**config.mk**
```make
export PLATFORM = sky130hd
export DESIGN_NAME = pc_sequencer_flat
export DESIGN_NICKNAME = d
export VERILOG_FILES = /design/src/rtl/pc_seq_if.sv /design/src/rtl/pc_sequencer.sv /design/src/flat_wrapper.sv
export SDC_FILE = /design/constraint.sdc
export NUM_CORES = 1
export LEC_CHECK = 0
export CAP_MARGIN = 20
export CORE_MARGIN = 3
export CORE_UTILIZATION = 35
export DETAILED_ROUTE_END_ITERATION = 16
export GPL_TIMING_DRIVEN = 0
export HOLD_SLACK_MARGIN = 0.1
export PLACE_DENSITY = 0.83
export SLEW_MARGIN = 0
export SYNTH_ARGS = -nofsm -noshare
export SYNTH_HDL_FRONTEND = slang
export SYNTH_SLANG_ARGS = --single-unit
```
**constraint.sdc**
```tcl
create_clock -name clk -period 3.3 [get_ports clk]
set_input_delay 0.99 -clock clk [delete_from_list [all_inputs] [get_ports clk]]
set_output_delay 0.99 -clock clk [all_outputs]
set_load 0.01 [all_outputs]
```
**src/rtl/pc_seq_if.sv**
```systemverilog
// Bundle of decode/execute-side signals exchanged with pc_sequencer.
// master = decode/execute + PC side, slave = the sequencer.
interface pc_seq_if #(
    parameter int ADDR_W = 32
);
    logic [ADDR_W-1:0] pc;
    logic              stall;
    logic              halt;
    logic              resume;
    logic              br_req;
    logic [ADDR_W-1:0] br_target;
    logic              j_req;
    logic              j_link;
    logic [ADDR_W-1:0] j_target;
    logic              jr_req;
    logic [ADDR_W-1:0] jr_target;
    logic [1:0]        pc_op;
    logic [ADDR_W-1:0] pc_target;
    logic              redir_ack;
    logic              flush;
    logic              align_err;
    logic              link_we;
    logic [ADDR_W-1:0] link_addr;
    logic [31:0]       fetch_count;

    modport master (
        output pc, stall, halt, resume,
               br_req, br_target, j_req, j_link, j_target, jr_req, jr_target,
        input  pc_op, pc_target, redir_ack, flush, align_err,
               link_we, link_addr, fetch_count
    );

    modport slave (
        input  pc, stall, halt, resume,
               br_req, br_target, j_req, j_link, j_target, jr_req, jr_target,
        output pc_op, pc_target, redir_ack, flush, align_err,
               link_we, link_addr, fetch_count
    );
endinterface

```
**src/rtl/pc_sequencer.sv**
```systemverilog
// Program-counter sequencer: post-reset clear, redirect arbitration, stall and halt control.
// Define PC_SEQ_DELAY_SLOT_EN for a MIPS-style branch delay slot (DSLOT state, link = pc + 8).
module pc_sequencer #(
    parameter int ADDR_W       = 32,
    parameter int RESET_CYCLES = 2
) (
    input  logic      clk,
    input  logic      rst_n,
    pc_seq_if.slave   bus
);

    localparam logic [1:0] OP_INC   = 2'b00;
    localparam logic [1:0] OP_LOAD  = 2'b01;
    localparam logic [1:0] OP_HOLD  = 2'b10;
    localparam logic [1:0] OP_CLEAR = 2'b11;

    localparam logic [1:0] ST_INIT  = 2'd0;
    localparam logic [1:0] ST_RUN   = 2'd1;
    localparam logic [1:0] ST_HALT  = 2'd2;
`ifdef PC_SEQ_DELAY_SLOT_EN
    localparam logic [1:0] ST_DSLOT = 2'd3;
    localparam logic [ADDR_W-1:0] LINK_OFF = ADDR_W'(8);
`else
    localparam logic [ADDR_W-1:0] LINK_OFF = ADDR_W'(4);
`endif

    localparam int CNT_W = (RESET_CYCLES > 1) ? $clog2(RESET_CYCLES) : 1;
    localparam logic [CNT_W-1:0] CNT_INIT = CNT_W'(RESET_CYCLES - 1);

    logic [1:0]        state_q, state_d;
    logic [CNT_W-1:0]  cnt_q, cnt_d;
    logic [31:0]       fetch_count_q, fetch_count_d;
`ifdef PC_SEQ_DELAY_SLOT_EN
    logic [ADDR_W-1:0] dslot_target_q, dslot_target_d;
`endif

    logic [1:0]        pc_op;
    logic [ADDR_W-1:0] load_target;
    logic              accept;
    logic              any_req;
    logic              sel_is_jal;
    logic [ADDR_W-1:0] sel_target;
    logic [ADDR_W-1:0] sel_target_aligned;

    // Fixed-priority source select; only meaningful when a redirect is accepted.
    always_comb begin
        sel_target = bus.br_target;
        sel_is_jal = 1'b0;
        if (bus.jr_req) begin
            sel_target = bus.jr_target;
        end else if (bus.j_req) begin
            sel_target = bus.j_target;
            sel_is_jal = bus.j_link;
        end
    end

    assign any_req            = bus.jr_req | bus.j_req | bus.br_req;
    assign sel_target_aligned = {sel_target[ADDR_W-1:2], 2'b00};

    // NOTE: every variable written here gets a default first, so no path leaves one unassigned and infers a latch.
    always_comb begin
        state_d       = state_q;
        cnt_d         = cnt_q;
        pc_op         = OP_HOLD;
        load_target   = '0;
        accept        = 1'b0;
`ifdef PC_SEQ_DELAY_SLOT_EN
        dslot_target_d = dslot_target_q;
`endif

        case (state_q)
            ST_INIT: begin
                pc_op = OP_CLEAR;
                if (cnt_q == '0) begin
                    state_d = ST_RUN;
                end else begin
                    cnt_d = cnt_q - CNT_W'(1);
                end
            end

            ST_RUN: begin
                if (bus.halt) begin
                    pc_op   = OP_HOLD;
                    state_d = ST_HALT;
                end else if (bus.stall) begin
                    pc_op = OP_HOLD;
                end else if (any_req) begin
                    accept = 1'b1;
`ifdef PC_SEQ_DELAY_SLOT_EN
                    // Fetch the delay-slot instruction now, load the target next cycle.
                    pc_op          = OP_INC;
                    dslot_target_d = sel_target_aligned;
                    state_d        = ST_DSLOT;
`else
                    pc_op       = OP_LOAD;
                    load_target = sel_target_aligned;
`endif
                end else begin
                    pc_op = OP_INC;
                end
            end

            ST_HALT: begin
                pc_op = OP_HOLD;
                if (bus.resume && !bus.halt) begin
                    state_d = ST_RUN;
                end
            end

`ifdef PC_SEQ_DELAY_SLOT_EN
            ST_DSLOT: begin
                // Halt is deferred until the latched load has completed.
                if (bus.stall) begin
                    pc_op = OP_HOLD;
                end else begin
                    pc_op       = OP_LOAD;
                    load_target = dslot_target_q;
                    state_d     = ST_RUN;
                end
            end
`endif

            default: begin
                pc_op   = OP_CLEAR;
                state_d = ST_INIT;
            end
        endcase
    end

    assign fetch_count_d = (pc_op == OP_INC || pc_op == OP_LOAD)
                         ? fetch_count_q + 32'd1
                         : fetch_count_q;

    // NOTE: sequential state uses non-blocking assignments so every flop samples pre-edge values.
    always_ff @(posedge clk or negedge rst_n) begin
        if (!rst_n) begin
            state_q       <= ST_INIT;
            cnt_q         <= CNT_INIT;
            fetch_count_q <= '0;
        end else begin
            state_q       <= state_d;
            cnt_q         <= cnt_d;
            fetch_count_q <= fetch_count_d;
        end
    end

`ifdef PC_SEQ_DELAY_SLOT_EN
    // NOTE: the target latch is reset so a reset taken in DSLOT cannot leak a stale target later.
    always_ff @(posedge clk or negedge rst_n) begin
        if (!rst_n) begin
            dslot_target_q <= '0;
        end else begin
            dslot_target_q <= dslot_target_d;
        end
    end
`endif

    assign bus.pc_op       = pc_op;
    assign bus.pc_target   = load_target;
    assign bus.redir_ack   = accept;
`ifdef PC_SEQ_DELAY_SLOT_EN
    assign bus.flush       = 1'b0;
`else
    assign bus.flush       = accept;
`endif
    assign bus.align_err   = accept & (sel_target[1:0] != 2'b00);
    assign bus.link_we     = accept & sel_is_jal;
    assign bus.link_addr   = bus.pc + LINK_OFF;
    assign bus.fetch_count = fetch_count_q;

endmodule
```
**src/flat_wrapper.sv**
```systemverilog
// flat-port wrapper written by rule: the top's interface ports become plain ports
module pc_sequencer_flat 
#(
    parameter int ADDR_W       = 32,
    parameter int RESET_CYCLES = 2
)
  (clk, rst_n, bus_pc, bus_stall, bus_halt, bus_resume, bus_br_req, bus_br_target, bus_j_req, bus_j_link, bus_j_target, bus_jr_req, bus_jr_target, bus_pc_op, bus_pc_target, bus_redir_ack, bus_flush, bus_align_err, bus_link_we, bus_link_addr, bus_fetch_count);
  pc_seq_if #(.ADDR_W(ADDR_W)) bus_i ();
  input  logic clk;
  input  logic rst_n;
  input wire logic [$bits(bus_i.pc)-1:0] bus_pc;
  input wire logic [$bits(bus_i.stall)-1:0] bus_stall;
  input wire logic [$bits(bus_i.halt)-1:0] bus_halt;
  input wire logic [$bits(bus_i.resume)-1:0] bus_resume;
  input wire logic [$bits(bus_i.br_req)-1:0] bus_br_req;
  input wire logic [$bits(bus_i.br_target)-1:0] bus_br_target;
  input wire logic [$bits(bus_i.j_req)-1:0] bus_j_req;
  input wire logic [$bits(bus_i.j_link)-1:0] bus_j_link;
  input wire logic [$bits(bus_i.j_target)-1:0] bus_j_target;
  input wire logic [$bits(bus_i.jr_req)-1:0] bus_jr_req;
  input wire logic [$bits(bus_i.jr_target)-1:0] bus_jr_target;
  output wire logic [$bits(bus_i.pc_op)-1:0] bus_pc_op;
  output wire logic [$bits(bus_i.pc_target)-1:0] bus_pc_target;
  output wire logic [$bits(bus_i.redir_ack)-1:0] bus_redir_ack;
  output wire logic [$bits(bus_i.flush)-1:0] bus_flush;
  output wire logic [$bits(bus_i.align_err)-1:0] bus_align_err;
  output wire logic [$bits(bus_i.link_we)-1:0] bus_link_we;
  output wire logic [$bits(bus_i.link_addr)-1:0] bus_link_addr;
  output wire logic [$bits(bus_i.fetch_count)-1:0] bus_fetch_count;
  assign bus_i.pc = bus_pc;
  assign bus_i.stall = bus_stall;
  assign bus_i.halt = bus_halt;
  assign bus_i.resume = bus_resume;
  assign bus_i.br_req = bus_br_req;
  assign bus_i.br_target = bus_br_target;
  assign bus_i.j_req = bus_j_req;
  assign bus_i.j_link = bus_j_link;
  assign bus_i.j_target = bus_j_target;
  assign bus_i.jr_req = bus_jr_req;
  assign bus_i.jr_target = bus_jr_target;
  assign bus_pc_op = bus_i.pc_op;
  assign bus_pc_target = bus_i.pc_target;
  assign bus_redir_ack = bus_i.redir_ack;
  assign bus_flush = bus_i.flush;
  assign bus_align_err = bus_i.align_err;
  assign bus_link_we = bus_i.link_we;
  assign bus_link_addr = bus_i.link_addr;
  assign bus_fetch_count = bus_i.fetch_count;
  pc_sequencer #(.ADDR_W(ADDR_W), .RESET_CYCLES(RESET_CYCLES)) u_core (.clk(clk), .rst_n(rst_n), .bus(bus_i));
endmodule
```
# Word-level counts from Yosys, hierarchy flattened

Index checks and enable logic that the tools add are counted.

Flip-flop bits (word level): 35
Input bits: 137
Output and inout port bits: 102
Logic and storage cells: 44

Add/sub/neg operators: 3
Equality and inequality tests: 6
Mux-type cells: 21
Bitwise gates (word level): 4
Reduce and logical (&&, ||, !) cells: 7

Operator list:

| kind                  | count |
|---|---|
| $mux 32               | 6 |
| $add 32x1->32 const B | 1 |
| $add 32x3->32 const B | 1 |
| $mux 2                | 5 |
| $mux 1                | 8 |
| $pmux 2 s3            | 1 |
| $eq 2x1->1 const B    | 2 |
| $logic_not 2->1       | 2 |
| $ne 2x2->1 const B    | 2 |
| $pmux 2 s2            | 1 |
| $reduce_and 3->1      | 1 |
| $and 1x1->1           | 2 |
| $eq 2x2->1 const B    | 1 |
| $ne 2x1->1 const B    | 1 |
| $or 1x1->1            | 2 |
| $reduce_bool 2->1     | 1 |
| $logic_and 1x1->1     | 1 |
| $logic_not 1->1       | 1 |
| $logic_or 1x1->1      | 1 |
| $sub 1x1->1 const B   | 1 |

# Depth between registers and ports, before layout

Word-level depth: 8
Mapped depth: 7
Gate-level depth less buffers: 7

# Worst setup path before layout

No wires, ideal clock.

Kind: input -> output
Start point: input bus_pc[2]
End point: output bus_link_addr[28]
Data arrival time: 2,095 ps
Required time: 2,310 ps
Path slack: 215 ps
Stages on the path: 5
Path buffers: 0
Cell sequence: ha_1 -> nand3_1 -> nor4_4 -> nand4_1 -> xnor2_1

Word-level cells in the longest chain between the ends: 1

RTL lines:

| item          | line                | source |
|---|---|---|
| from (decl)   | flat_wrapper.sv:11  | `input wire logic [$bits(bus_i.pc)-1:0] bus_pc;` |
| $add 32x3->32 | pc_sequencer.sv:168 | `assign bus.link_addr = bus.pc + LINK_OFF;` |
| to (decl)     | flat_wrapper.sv:28  | `output wire logic [$bits(bus_i.link_addr)-1:0] bus_link_addr;` |

No other way between the ends.

# Final worst setup path

Start point: input bus_pc[29]
End point: output bus_link_addr[30]

Same word-level chain as after synthesis.

==> results.txt <==
most common cell after layout, fill and taps aside: clkdlybuf4s50_1
chip height: 101 µm
Worst-Skew Late Latency: 0.29 ns
Setup Skew: 0.00496 ns
CTS sink cnt: 35
root buffer cell: clkbuf_8
Critical Setup Path Class: in -> out
largest net degree at the start of global routing: 36
Startpoint Class: primary input
Die Width: 101 µm
CTS tree: done
post-placement setup slack: -1.13 ns
placed insts: 721
Layout Cells excl Fill: 754
Hold Crit Start: u_core.bus.fetch_count[31]$_DFFE_PN0P_
critical path launch point: bus_pc[29]
crit path capture type: output pin
row cnt: 34
Synth Instances: 380
clock transition at the registers of the reported paths: 0.07 ns
number of global-route vias before repair: 3880
antenna violations before repair: 1
Port Buffer Count: 232
commonest non-fill, non-tap cells in the layout: clkdlybuf4s50_1 (144), nor2_1 (68), xnor2_1 (51), dfrtp_1 (34), a21oi_1 (31)
share of cells above drive strength 1: 20.0%
worst rel slew slack: 48.7%
Clock power frac: 16.5%
gr ovfl total: 0
Sw Share: 37.5%
sequential cell area fraction in the yosys report: 27.5%
Post-DP Area: 5640 µm²
Yosys top cell by area: dfrtp_1
total power: 1.83 mW
Peak Freq: 302 MHz
DRC: 0
Synth cell types: 37
maximum vdd drop: 0.000167 V
Setup violations, final: 1
PD cells: 312 nW/µm²
Iter 0 DRT Violations: 128
setup TNS: -0.00963 ns
vias per inst: 5.14
endpoints failing hold: 0
antenna viol nets, final: 0
global-route wire length before repair: 19400 µm
register area: 877 µm²
Initial Util: 36.4%
TritonCTS Buffers: 5
FF+latch count, synth: 35
Int Pwr: 1.15 mW
Slew @ Worst Pin: 0.769 ns
yosys warns: 0
Synth top area share: 26.7%
Tmin final: 3.31 ns
H-tree depth: 2
Synth Flop Type: dfrtp_1
NetSw: 689 µW
total of max-cap violations: 0
hpwl dp: 10300 µm
status: finished, violations left
setup slack after layout: -0.00963 ns
Comb pwr share: 53.0%
final period utilization: 100%
path type of the worst min-delay path: reg -> reg
Final Net Count: 787
die area: 10300 µm²
Crit Path Max Fanout: 2
CTS max path bufs: 2
EDFF count, synth: 0
DRT Pass-1 Iters: 4
Critical R2R Launch: u_core.state_q[0]$_DFFE_PN0P_
Leakage: 2.59 nW
GRT Total Usage: 23.7%
Placer Congestion: 0.808
Ports: 239
Arr. time, crit path: 2.32 ns
CP Data Required Time: 2.31 ns
Routed WL per cell: 17.4 µm
RSZ-0062 raised after global routing: yes
Async S/R FF share, synth: 100%
sequential share of power: 30.6%
Area contributors post-synth: dfrtp_1 (27%), xnor2_1 (14%), mux2i_1 (9.4%), nor2_1 (8.4%), nand4_1 (5.3%)
post-route cell area: 5880 µm²
core area: 8760 µm²
Avg Cell Area, Syn: 8.38 µm²
Routed WL: 13100 µm
Post-Synthesis Cell Area: 3190 µm²
Slew Viols, Final: 0
filler cell count in the final layout: 708
Vias: 3873
multi-input logic area: 2260 µm²
Layout Area Growth over Synthesis: 84.7%
violated checks: negative setup slack
-- layout make-up --
class                   instances  area share (%)
flip-flops and latches         35            14.9
inverters                       8           0.510
clock buffers                   6            1.23
repair buffers                257            39.5
plain buffers                  23            2.79
multi-input cells             314            38.5
clock inverters                 2           0.213
well taps                     108            2.30
diodes                          1          0.0425
-- metrics by stage --
stage          hold slack (ns)  util, %
3_3_place_gp             0.461     64.4
4_1_cts                  0.488     67.1
3_5_place_dp             0.478     64.4
6_report                 0.484     67.1
5_1_grt                  0.509     67.1
2_1_floorplan            0.465        -
-- metal layers --
layer / vias to the layer above / global-route usage (%) / routed length, µm
met4: 0 / 10.2 / 623
li1: 1865 / - / -
met5: - / 0 / 0
met2: 163 / 43.1 / 6820
met3: 43 / 7.16 / 974
met1: 1802 / 25.3 / 4680
-- power by group through the flow --
stage / registers (mW) / logic, mW / clock network, mW
floorplan: 0.572 / 0.415 / 0
global route: 0.574 / 1.05 / 0.326
finish: 0.561 / 0.972 / 0.302
CTS: 0.561 / 0.966 / 0.311
global placement: 0.562 / 0.912 / 0
detailed placement: 0.569 / 0.927 / 0
-- worst max-delay path, cell delays in order --
cell	delay, ns
clkdlybuf4s50_1	0.54
nand3_1	0.15
nor2_1	0.13
nand4_1	0.13
xnor2_1	0.21
buf_2	0.17
-- final timing paths --
path	to	slack (ns)	depth (start not counted)
worst max-delay path	bus_link_addr[30]	-0.01	6
max in group asynchronous	u_core.bus.fetch_count[7]$_DFFE_PN0P_	2.04	1
worst min-delay path	u_core.bus.fetch_count[31]$_DFFE_PN0P_	0.48	1
worst min register to register	u_core.bus.fetch_count[31]$_DFFE_PN0P_	0.48	1
worst max register to register	u_core.bus.fetch_count[17]$_DFFE_PN0P_	1.30	7
min in group asynchronous	u_core.bus.fetch_count[31]$_DFFE_PN0P_	0.77	1
-- sequential cells by signal, summed over array words and instances, names as in the netlist --
register and flops:
u_core.state_q 2, u_core.cnt_q 1, u_core.bus.fetch_count 32
-- cell usage after synthesis, drive strengths merged, types with 6 or more instances --
cell type   n
buf        18
nand2      22
xor2        7
nor2       71
nand4      30
clkbuf      6
dfrtp      34
and4        7
nand3      18
inv         8
mux2i      30
ha          6
a21oi      31
and3       10
xnor2      52
-- kinds of logic (layout without fill, tap and decap cells) --
| logic type | after synthesis | count (layout) | share of synthesized area (%) |
|---|---|---|---|
| other cells | 1 | 3 | 0.118 |
| buf+inv | 32 | 296 | 4.83 |
| flops | 35 | 35 | 27.5 |
| simple gates | 178 | 178 | 32.5 |
| mux | 30 | 30 | 9.43 |
| compound gates | 39 | 39 | 6.99 |
| xor+xnor | 59 | 59 | 16.2 |
| fa+ha+maj | 6 | 6 | 2.36 |
-- what timing repair did --
action                     CTS  global route
buffers inserted            18             3
hold endpoints to repair     0             0
hold buffers                 0             0
pin swaps                   18            12
setup endpoints to repair   64            42
cloned                       4             0
gates resized for setup    218            75
No activity file was read; power rests on OpenSTA's default activity.
